### config.mk
export PLATFORM = sky130hd
export DESIGN_NAME = mem_fabric_flat
export DESIGN_NICKNAME = d
export VERILOG_FILES = /design/src/rtl/mem_fabric_if.sv /design/src/rtl/mem_fabric.sv /design/src/flat_wrapper.sv
export SDC_FILE = /design/constraint.sdc
export NUM_CORES = 1
export LEC_CHECK = 0
export CAP_MARGIN = 25
export CORE_AREA = 2 2 122 124
export DETAILED_ROUTE_END_ITERATION = 6
export DIE_AREA = 0 0 124 126
export GPL_ROUTABILITY_DRIVEN = 0
export PLACE_DENSITY = 0.72
export RECOVER_POWER = 50
export SYNTH_ARGS = -nofsm -noshare
export SYNTH_HDL_FRONTEND = slang
export SYNTH_SLANG_ARGS = --single-unit
### constraint.sdc
create_clock -name clk24 -period 2.9 [get_ports clk24]
set_input_delay 0.87 -clock clk24 [delete_from_list [all_inputs] [get_ports clk24]]
set_output_delay 0.87 -clock clk24 [all_outputs]
set_load 0.005 [all_outputs]
### src/rtl/mem_fabric_if.sv
`default_nettype none
// ============================================================================
// Module      : mem_fabric_if
// Description : CPU-side request/response bus plus the slave select, slave
//               read-data/ready and sticky-error signals of the memory fabric.
// Revision    : 1.0 - initial release
// ============================================================================
interface mem_fabric_if #(
    parameter int NSLV = 6
);
    logic                   mem_valid;
    logic [31:0]            mem_addr;
    logic [3:0]             mem_wstrb;
    logic [31:0]            mem_rdata;
    logic                   mem_ready;
    logic [NSLV-1:0]        slv_sel;
    logic [32*NSLV-1:0]     slv_rdata;
    logic [NSLV-1:0]        slv_rdy;
    logic                   err_clr;
    logic                   bus_err;
    logic [31:0]            err_addr;

    // Fabric side
    modport slave (
        input  mem_valid, mem_addr, mem_wstrb, slv_rdata, slv_rdy, err_clr,
        output mem_rdata, mem_ready, slv_sel, bus_err, err_addr
    );

    // CPU / environment side
    modport master (
        output mem_valid, mem_addr, mem_wstrb, slv_rdata, slv_rdy, err_clr,
        input  mem_rdata, mem_ready, slv_sel, bus_err, err_addr
    );
endinterface
`default_nettype wire

### src/rtl/mem_fabric.sv
`default_nettype none
// ============================================================================
// Module      : mem_fabric
// Description : Single-master memory fabric. Decodes mem_addr[31:28] to one of
//               NSLV slaves, inserts per-slave wait states or waits on an
//               external ready with timeout, and keeps a sticky first-error
//               address for timeouts and unmapped accesses.
// Revision    : 1.0 - initial release
// ============================================================================
module mem_fabric #(
    parameter int          NSLV    = 6,
    parameter logic [63:0] WAITS   = 64'h0,
    parameter logic [15:0] EXT_RDY = 16'h0010,
    parameter int          TIMEOUT = 255
) (
    input  wire logic      clk24,
    input  wire logic      reset,
    mem_fabric_if.slave    bus
);

    localparam logic [1:0]  c_IDLE     = 2'd0;
    localparam logic [1:0]  c_WAIT     = 2'd1;
    localparam logic [1:0]  c_DONE     = 2'd2;
    localparam logic [4:0]  c_NSLV     = 5'(NSLV);
    localparam logic [15:0] c_TMO_LAST = 16'(TIMEOUT - 1);

    logic [1:0]         r_state;
    logic [1:0]         w_state_nxt;
    logic [15:0]        r_cnt;
    logic [3:0]         r_idx;
    logic               r_ext;
    logic               r_unmapped;
    logic               r_bus_err;
    logic [31:0]        r_err_addr;

    logic [3:0]         w_req_idx;
    logic               w_req_mapped;
    logic [3:0]         w_req_waits;
    logic [31:0]        w_slv_data;
    logic               w_slv_rdy;
    logic [NSLV-1:0]    w_sel;
    logic               w_ready;
    logic [31:0]        w_rdata;
    logic               w_err_set;
    logic               w_tmo;

    assign w_req_idx    = bus.mem_addr[31:28];
    assign w_req_mapped = ({1'b0, w_req_idx} < c_NSLV);
    assign w_req_waits  = WAITS[{w_req_idx, 2'b00} +: 4];

    // Route the latched slave's read data and ready to the response path
    always_comb begin
        w_slv_data = 32'h0;
        w_slv_rdy  = 1'b0;
        for (int i = 0; i < NSLV; i++) begin
            if (r_idx == 4'(i)) begin
                w_slv_data = bus.slv_rdata[32*i +: 32];
                w_slv_rdy  = bus.slv_rdy[i];
            end
        end
    end

    // One-hot select straight from the address, suppressed in DONE so a
    // still-high mem_valid cannot look like a new access
    always_comb begin
        w_sel = '0;
        for (int i = 0; i < NSLV; i++) begin
            w_sel[i] = bus.mem_valid & (bus.mem_addr[31:28] == 4'(i)) & (r_state != c_DONE);
        end
    end

    // FSM state register
    always_ff @(posedge clk24) begin
        if (reset) begin
            r_state <= c_IDLE;
        end else begin
            r_state <= w_state_nxt;
        end
    end

    // FSM next state: WAIT ends on the same cycle mem_ready is presented
    always_comb begin
        w_state_nxt = r_state;
        case (r_state)
            c_IDLE:  if (bus.mem_valid) w_state_nxt = c_WAIT;
            c_WAIT:  if (w_ready)       w_state_nxt = c_DONE;
            c_DONE:                     w_state_nxt = c_IDLE;
            default:                    w_state_nxt = c_IDLE;
        endcase
    end

    // FSM outputs: ready, read data and error-set request, all decided in WAIT
    always_comb begin
        w_ready   = 1'b0;
        w_rdata   = 32'h0;
        w_err_set = 1'b0;
        w_tmo     = 1'b0;
        if (r_state == c_WAIT) begin
            if (r_unmapped) begin
                w_ready   = 1'b1;
                w_err_set = 1'b1;
            end else if (r_ext) begin
                // A ready arriving on the limit cycle is a normal completion
                w_tmo     = (r_cnt == c_TMO_LAST) & ~w_slv_rdy;
                w_ready   = w_slv_rdy | w_tmo;
                w_err_set = w_tmo;
                w_rdata   = w_tmo ? 32'h0 : w_slv_data;
            end else begin
                w_ready   = (r_cnt == 16'd0);
                w_rdata   = w_slv_data;
            end
        end
    end

    // Request latch and wait/timeout counter
    always_ff @(posedge clk24) begin
        if (reset) begin
            r_cnt      <= 16'd0;
            r_idx      <= 4'd0;
            r_ext      <= 1'b0;
            r_unmapped <= 1'b0;
        end else begin
            case (r_state)
                c_IDLE: begin
                    if (bus.mem_valid) begin
                        r_idx      <= w_req_idx;
                        r_unmapped <= ~w_req_mapped;
                        r_ext      <= w_req_mapped & EXT_RDY[w_req_idx];
                        if (w_req_mapped && !EXT_RDY[w_req_idx]) begin
                            r_cnt <= {12'd0, w_req_waits};
                        end else begin
                            r_cnt <= 16'd0;
                        end
                    end
                end
                c_WAIT: begin
                    if (!w_ready && !r_unmapped) begin
                        if (r_ext) begin
                            r_cnt <= r_cnt + 16'd1;
                        end else if (r_cnt != 16'd0) begin
                            r_cnt <= r_cnt - 16'd1;
                        end
                    end
                end
                default: begin
                    r_cnt <= r_cnt;
                end
            endcase
        end
    end

    // Sticky error: first fault address is kept; a set beats a simultaneous clear
    always_ff @(posedge clk24) begin
        if (reset) begin
            r_bus_err  <= 1'b0;
            r_err_addr <= 32'h0;
        end else if (w_err_set) begin
            r_bus_err <= 1'b1;
            if (!r_bus_err || bus.err_clr) begin
                r_err_addr <= bus.mem_addr;
            end
        end else if (bus.err_clr) begin
            r_bus_err  <= 1'b0;
            r_err_addr <= 32'h0;
        end
    end

    assign bus.mem_ready = w_ready;
    assign bus.mem_rdata = w_rdata;
    assign bus.slv_sel   = w_sel;
    assign bus.bus_err   = r_bus_err;
    assign bus.err_addr  = r_err_addr;

endmodule
`default_nettype wire

### src/flat_wrapper.sv
// flat-port wrapper written by rule: the top's interface ports become plain ports
module mem_fabric_flat 
#(
    parameter int          NSLV    = 6,
    parameter logic [63:0] WAITS   = 64'h0,
    parameter logic [15:0] EXT_RDY = 16'h0010,
    parameter int          TIMEOUT = 255
)
  (clk24, reset, bus_mem_valid, bus_mem_addr, bus_mem_wstrb, bus_slv_rdata, bus_slv_rdy, bus_err_clr, bus_mem_rdata, bus_mem_ready, bus_slv_sel, bus_bus_err, bus_err_addr);
  mem_fabric_if #(.NSLV(NSLV)) bus_i ();
  input  wire logic clk24;
  input  wire logic reset;
  input wire logic [$bits(bus_i.mem_valid)-1:0] bus_mem_valid;
  input wire logic [$bits(bus_i.mem_addr)-1:0] bus_mem_addr;
  input wire logic [$bits(bus_i.mem_wstrb)-1:0] bus_mem_wstrb;
  input wire logic [$bits(bus_i.slv_rdata)-1:0] bus_slv_rdata;
  input wire logic [$bits(bus_i.slv_rdy)-1:0] bus_slv_rdy;
  input wire logic [$bits(bus_i.err_clr)-1:0] bus_err_clr;
  output wire logic [$bits(bus_i.mem_rdata)-1:0] bus_mem_rdata;
  output wire logic [$bits(bus_i.mem_ready)-1:0] bus_mem_ready;
  output wire logic [$bits(bus_i.slv_sel)-1:0] bus_slv_sel;
  output wire logic [$bits(bus_i.bus_err)-1:0] bus_bus_err;
  output wire logic [$bits(bus_i.err_addr)-1:0] bus_err_addr;
  assign bus_i.mem_valid = bus_mem_valid;
  assign bus_i.mem_addr = bus_mem_addr;
  assign bus_i.mem_wstrb = bus_mem_wstrb;
  assign bus_i.slv_rdata = bus_slv_rdata;
  assign bus_i.slv_rdy = bus_slv_rdy;
  assign bus_i.err_clr = bus_err_clr;
  assign bus_mem_rdata = bus_i.mem_rdata;
  assign bus_mem_ready = bus_i.mem_ready;
  assign bus_slv_sel = bus_i.slv_sel;
  assign bus_bus_err = bus_i.bus_err;
  assign bus_err_addr = bus_i.err_addr;
  mem_fabric #(.NSLV(NSLV), .WAITS(WAITS), .EXT_RDY(EXT_RDY), .TIMEOUT(TIMEOUT)) u_core (.clk24(clk24), .reset(reset), .bus(bus_i));
endmodule
==> results.cfg <==
[final_layout]
stdcell_count = 1039
fillers = 1222
drive_gt1_share_pct = 26.3
mostFrequentLayoutCell = clkdlybuf4s50_1
final_cell_mix = clkdlybuf4s50_1, nor2_1, a22oi_1
fin_util_pct = 58.3
areaGrowthSynthToFinish_pct = 105
nets = 1101

[run_status]
status = complete, but fails checks
violations = DRC, setup timing

[yosys]
ys.flop_type = dfxtp_1
avgSynthCellArea_um2 = 8.19
synth_fp_nets = 751
synth_fa_ha_area_share_pct = 4.79
synth_edf_count = 0
synth_async_sr_flop_share_pct = 0
synthMuxAreaShare_pct = 10.3
yosys.area.top_type_share_pct = 28.0
synth_area_um2 = 4080
synth_area_leader_cell = dfxtp_1
ys_seq_area_share_pct = 28.0
synth_xor_area_share_pct = 2.15
synthSimpleGateAreaFrac_pct = 15.7
netlist_instances = 498
yosys_warnings = 0
synth_cell_types = 52
synth_compound_area_share_pct = 33.8
synth_top_family_by_area = compound AO/OA/AOI/OAI gates
ys_ff_latch = 57
synth_area_leaders = dfxtp_1, a22oi_1, mux2_2

[global_routing]
grt_start_max_net_pins = 62
grt_use_total_pct = 26.1
antenna_found_initial = 3
grt_pass1_wl_um = 31200
grt_pass1_vias = 5850
grt_remaining_overflow = 0

[timing]
setup_viol = 33
rsz0062_at_grt = true
fin_setup_tns_ps = -8450
finalClockSkew_ps = 6.75
worstMarginPinSlew_ps = 634
drv_slew = 0
fmax_ghz = 0.313
final-hold-violation-count = 0
final.min_clock_period_ps = 3190
relSlewSlack_pct = 57.7
fin_crit_sh_pct = 110
setup_ws_ps = -290

[critical_path]
reg2reg_depth = 11
reg2reg_slack_ps = 170
cpPeakStageDelay_ps = 280
setup.worst_path.start_class = input pin
slowest_stage = mux2_4
cp_max_fo = 6
critPathTopFamily = buffers and inverters
cp_num_buf_inv = 4
cp_common_cell = buf_6
timing.rr.start = u_core.r_ext$_SDFFE_PP0P_
r2r_end = u_core.r_cnt[14]$_SDFFE_PP0P_
worst-path-stages = 10
worst_ep_arrival_time_ps = 2320
endpoint_kind = output pin
cp.required_ps = 2030
worstSetupPathType = in2out
cp_cell_sequence = buf_6, mux2_4, o2bb2ai_4, o22ai_4, a31oi_4, nand2_4, buf_16, buf_6, a21oi_2, buf_2

[cts]
cts_buffers = 9
root_buffer = clkbuf_16
insertion_delay_ps = 330
clockBufferDepth = 2
clkTransAtPathRegs_ps = 50
postCtsHoldBufs = 0
cts_tree = yes
htreeDepth = 3
cts.sinks = 57

[floorplan]
initial_core_util_pct = 28.5
die_area_um2 = 15600
dieWidth_um = 124
die_h_um = 126
io_pins = 310
core-area_um2 = 14300
placementRows = 44

[drt]
wl_per_cell_um = 21.1
vias = 5782
dr.pass1.iters = 7
antenna_left = 0
drc = 6
drtIter0Drc = 559
finalWirelength_um = 22000
routed_via_density = 5.56

[pwr]
ir_worst_vdd_mv = 0.392
cellPowerDensity_nw_per_um2 = 677
power_leakage_nw = 3.39

[run]
max-cap-violations = 0

[hold_path]
min_to = u_core.r_cnt[15]$_SDFFE_PP0P_
hp-class = reg2reg
hold_path_depth = 2
min_from = u_core.r_cnt[15]$_SDFFE_PP0P_

[placed_design]
portBuffers = 305
dp_hpwl_um = 15900
dp_cells = 994
[cell type report]
class,instances,area (um2),share of cell area [%]
clock buffers,10,239,2.86
repair buffers,380,3670,44.0
flip-flops and latches,57,1140,13.7
diodes,2,5.00,0.0600
inverters,11,45.0,0.540
well taps,184,230,2.76
clock inverters,6,57.6,0.690
multi-input cells,389,2950,35.4
[metal layers]
metal	track usage (%)	vias up	share of wire, %	routed length (um)
li1	-	2645	-	-
met1	28.2	2723	37	8080
met2	46.7	358	49	10800
met3	9.42	54	12	2540
met5	0	-	0.064	14
met4	8.39	2	2.3	505
[how the worst max path moves through the flow]
stage	to	start	slack [ps]
after CTS	bus_mem_rdata[27]	bus_slv_rdy[0]	-350
final	bus_mem_rdata[26]	bus_slv_rdy[0]	-290
after global routing	bus_mem_rdata[24]	bus_slv_rdy[0]	-320
after detailed placement	bus_mem_rdata[24]	bus_slv_rdy[4]	-970
after floorplan	bus_mem_rdata[10]	bus_slv_rdy[2]	20
after global placement	bus_mem_rdata[0]	bus_slv_rdy[2]	-840
[per-stage QoR]
step,setup WS [ps],total power [mW],hold slack (ps),cell area (um2)
final,-290,5.64,486,8340
after detailed placement,-966,4.16,475,7670
after global placement,-835,4.05,462,7670
after CTS,-351,5.53,484,8230
after floorplan,20.3,2.80,446,4080
after global routing,-315,5.98,497,8340
[registers in the layout, indices dropped and copies added (netlist names)]
signal and count:
u_core.r_unmapped 1, u_core.r_idx 4, u_core.bus.bus_err 1, u_core.r_cnt 16
u_core.r_ext 1, u_core.r_state 2, u_core.bus.err_addr 32
[what timing repair did]
item,CTS,global route
gates resized for setup,222,12
pin swaps,10,7
endpoints found under the setup margin,39,38
cloned,3,0
buffers inserted,15,9
[tightest hold or removal path: cells and delay by family, from the launching register on]
kind / cells / cell delay (ps)
flops: 1 / 320
simple gates: 1 / 70
compound gates: 1 / 50
[synthesized netlist by cell type (3+ instances only)]
cell type	n
a222oi_1	32
nand2b_1	6
xor2_1	4
clkbuf_1	30
mux2i_1	5
buf_4	3
nor2_1	69
xnor2_1	6
o21ai_0	8
nand3_1	7
nor3_1	11
a21oi_1	53
a31oi_1	8
nor4_1	6
mux2_2	33
a211oi_1	3
nor2b_1	4
nand2_1	16
and3_1	3
a22oi_1	64
buf_2	8
dfxtp_1	57
inv_1	10
ha_1	14
a21o_1	5
[report_power, final]
part	switching (mW)	internal (mW)
logic	1.77	1.84
registers	0.0908	0.900
clock network	0.364	0.680
total	2.22	3.42
[kinds of logic (layout without fill, tap and decap cells)]
group,Yosys count,count (layout)
mux,38,38
flops,57,57
compound gates,190,190
fa+ha+maj,15,15
xor+xnor,10,10
simple gates,136,136
buf+inv,52,407
other cells,0,2
Power figures use the tool's default switching activity.
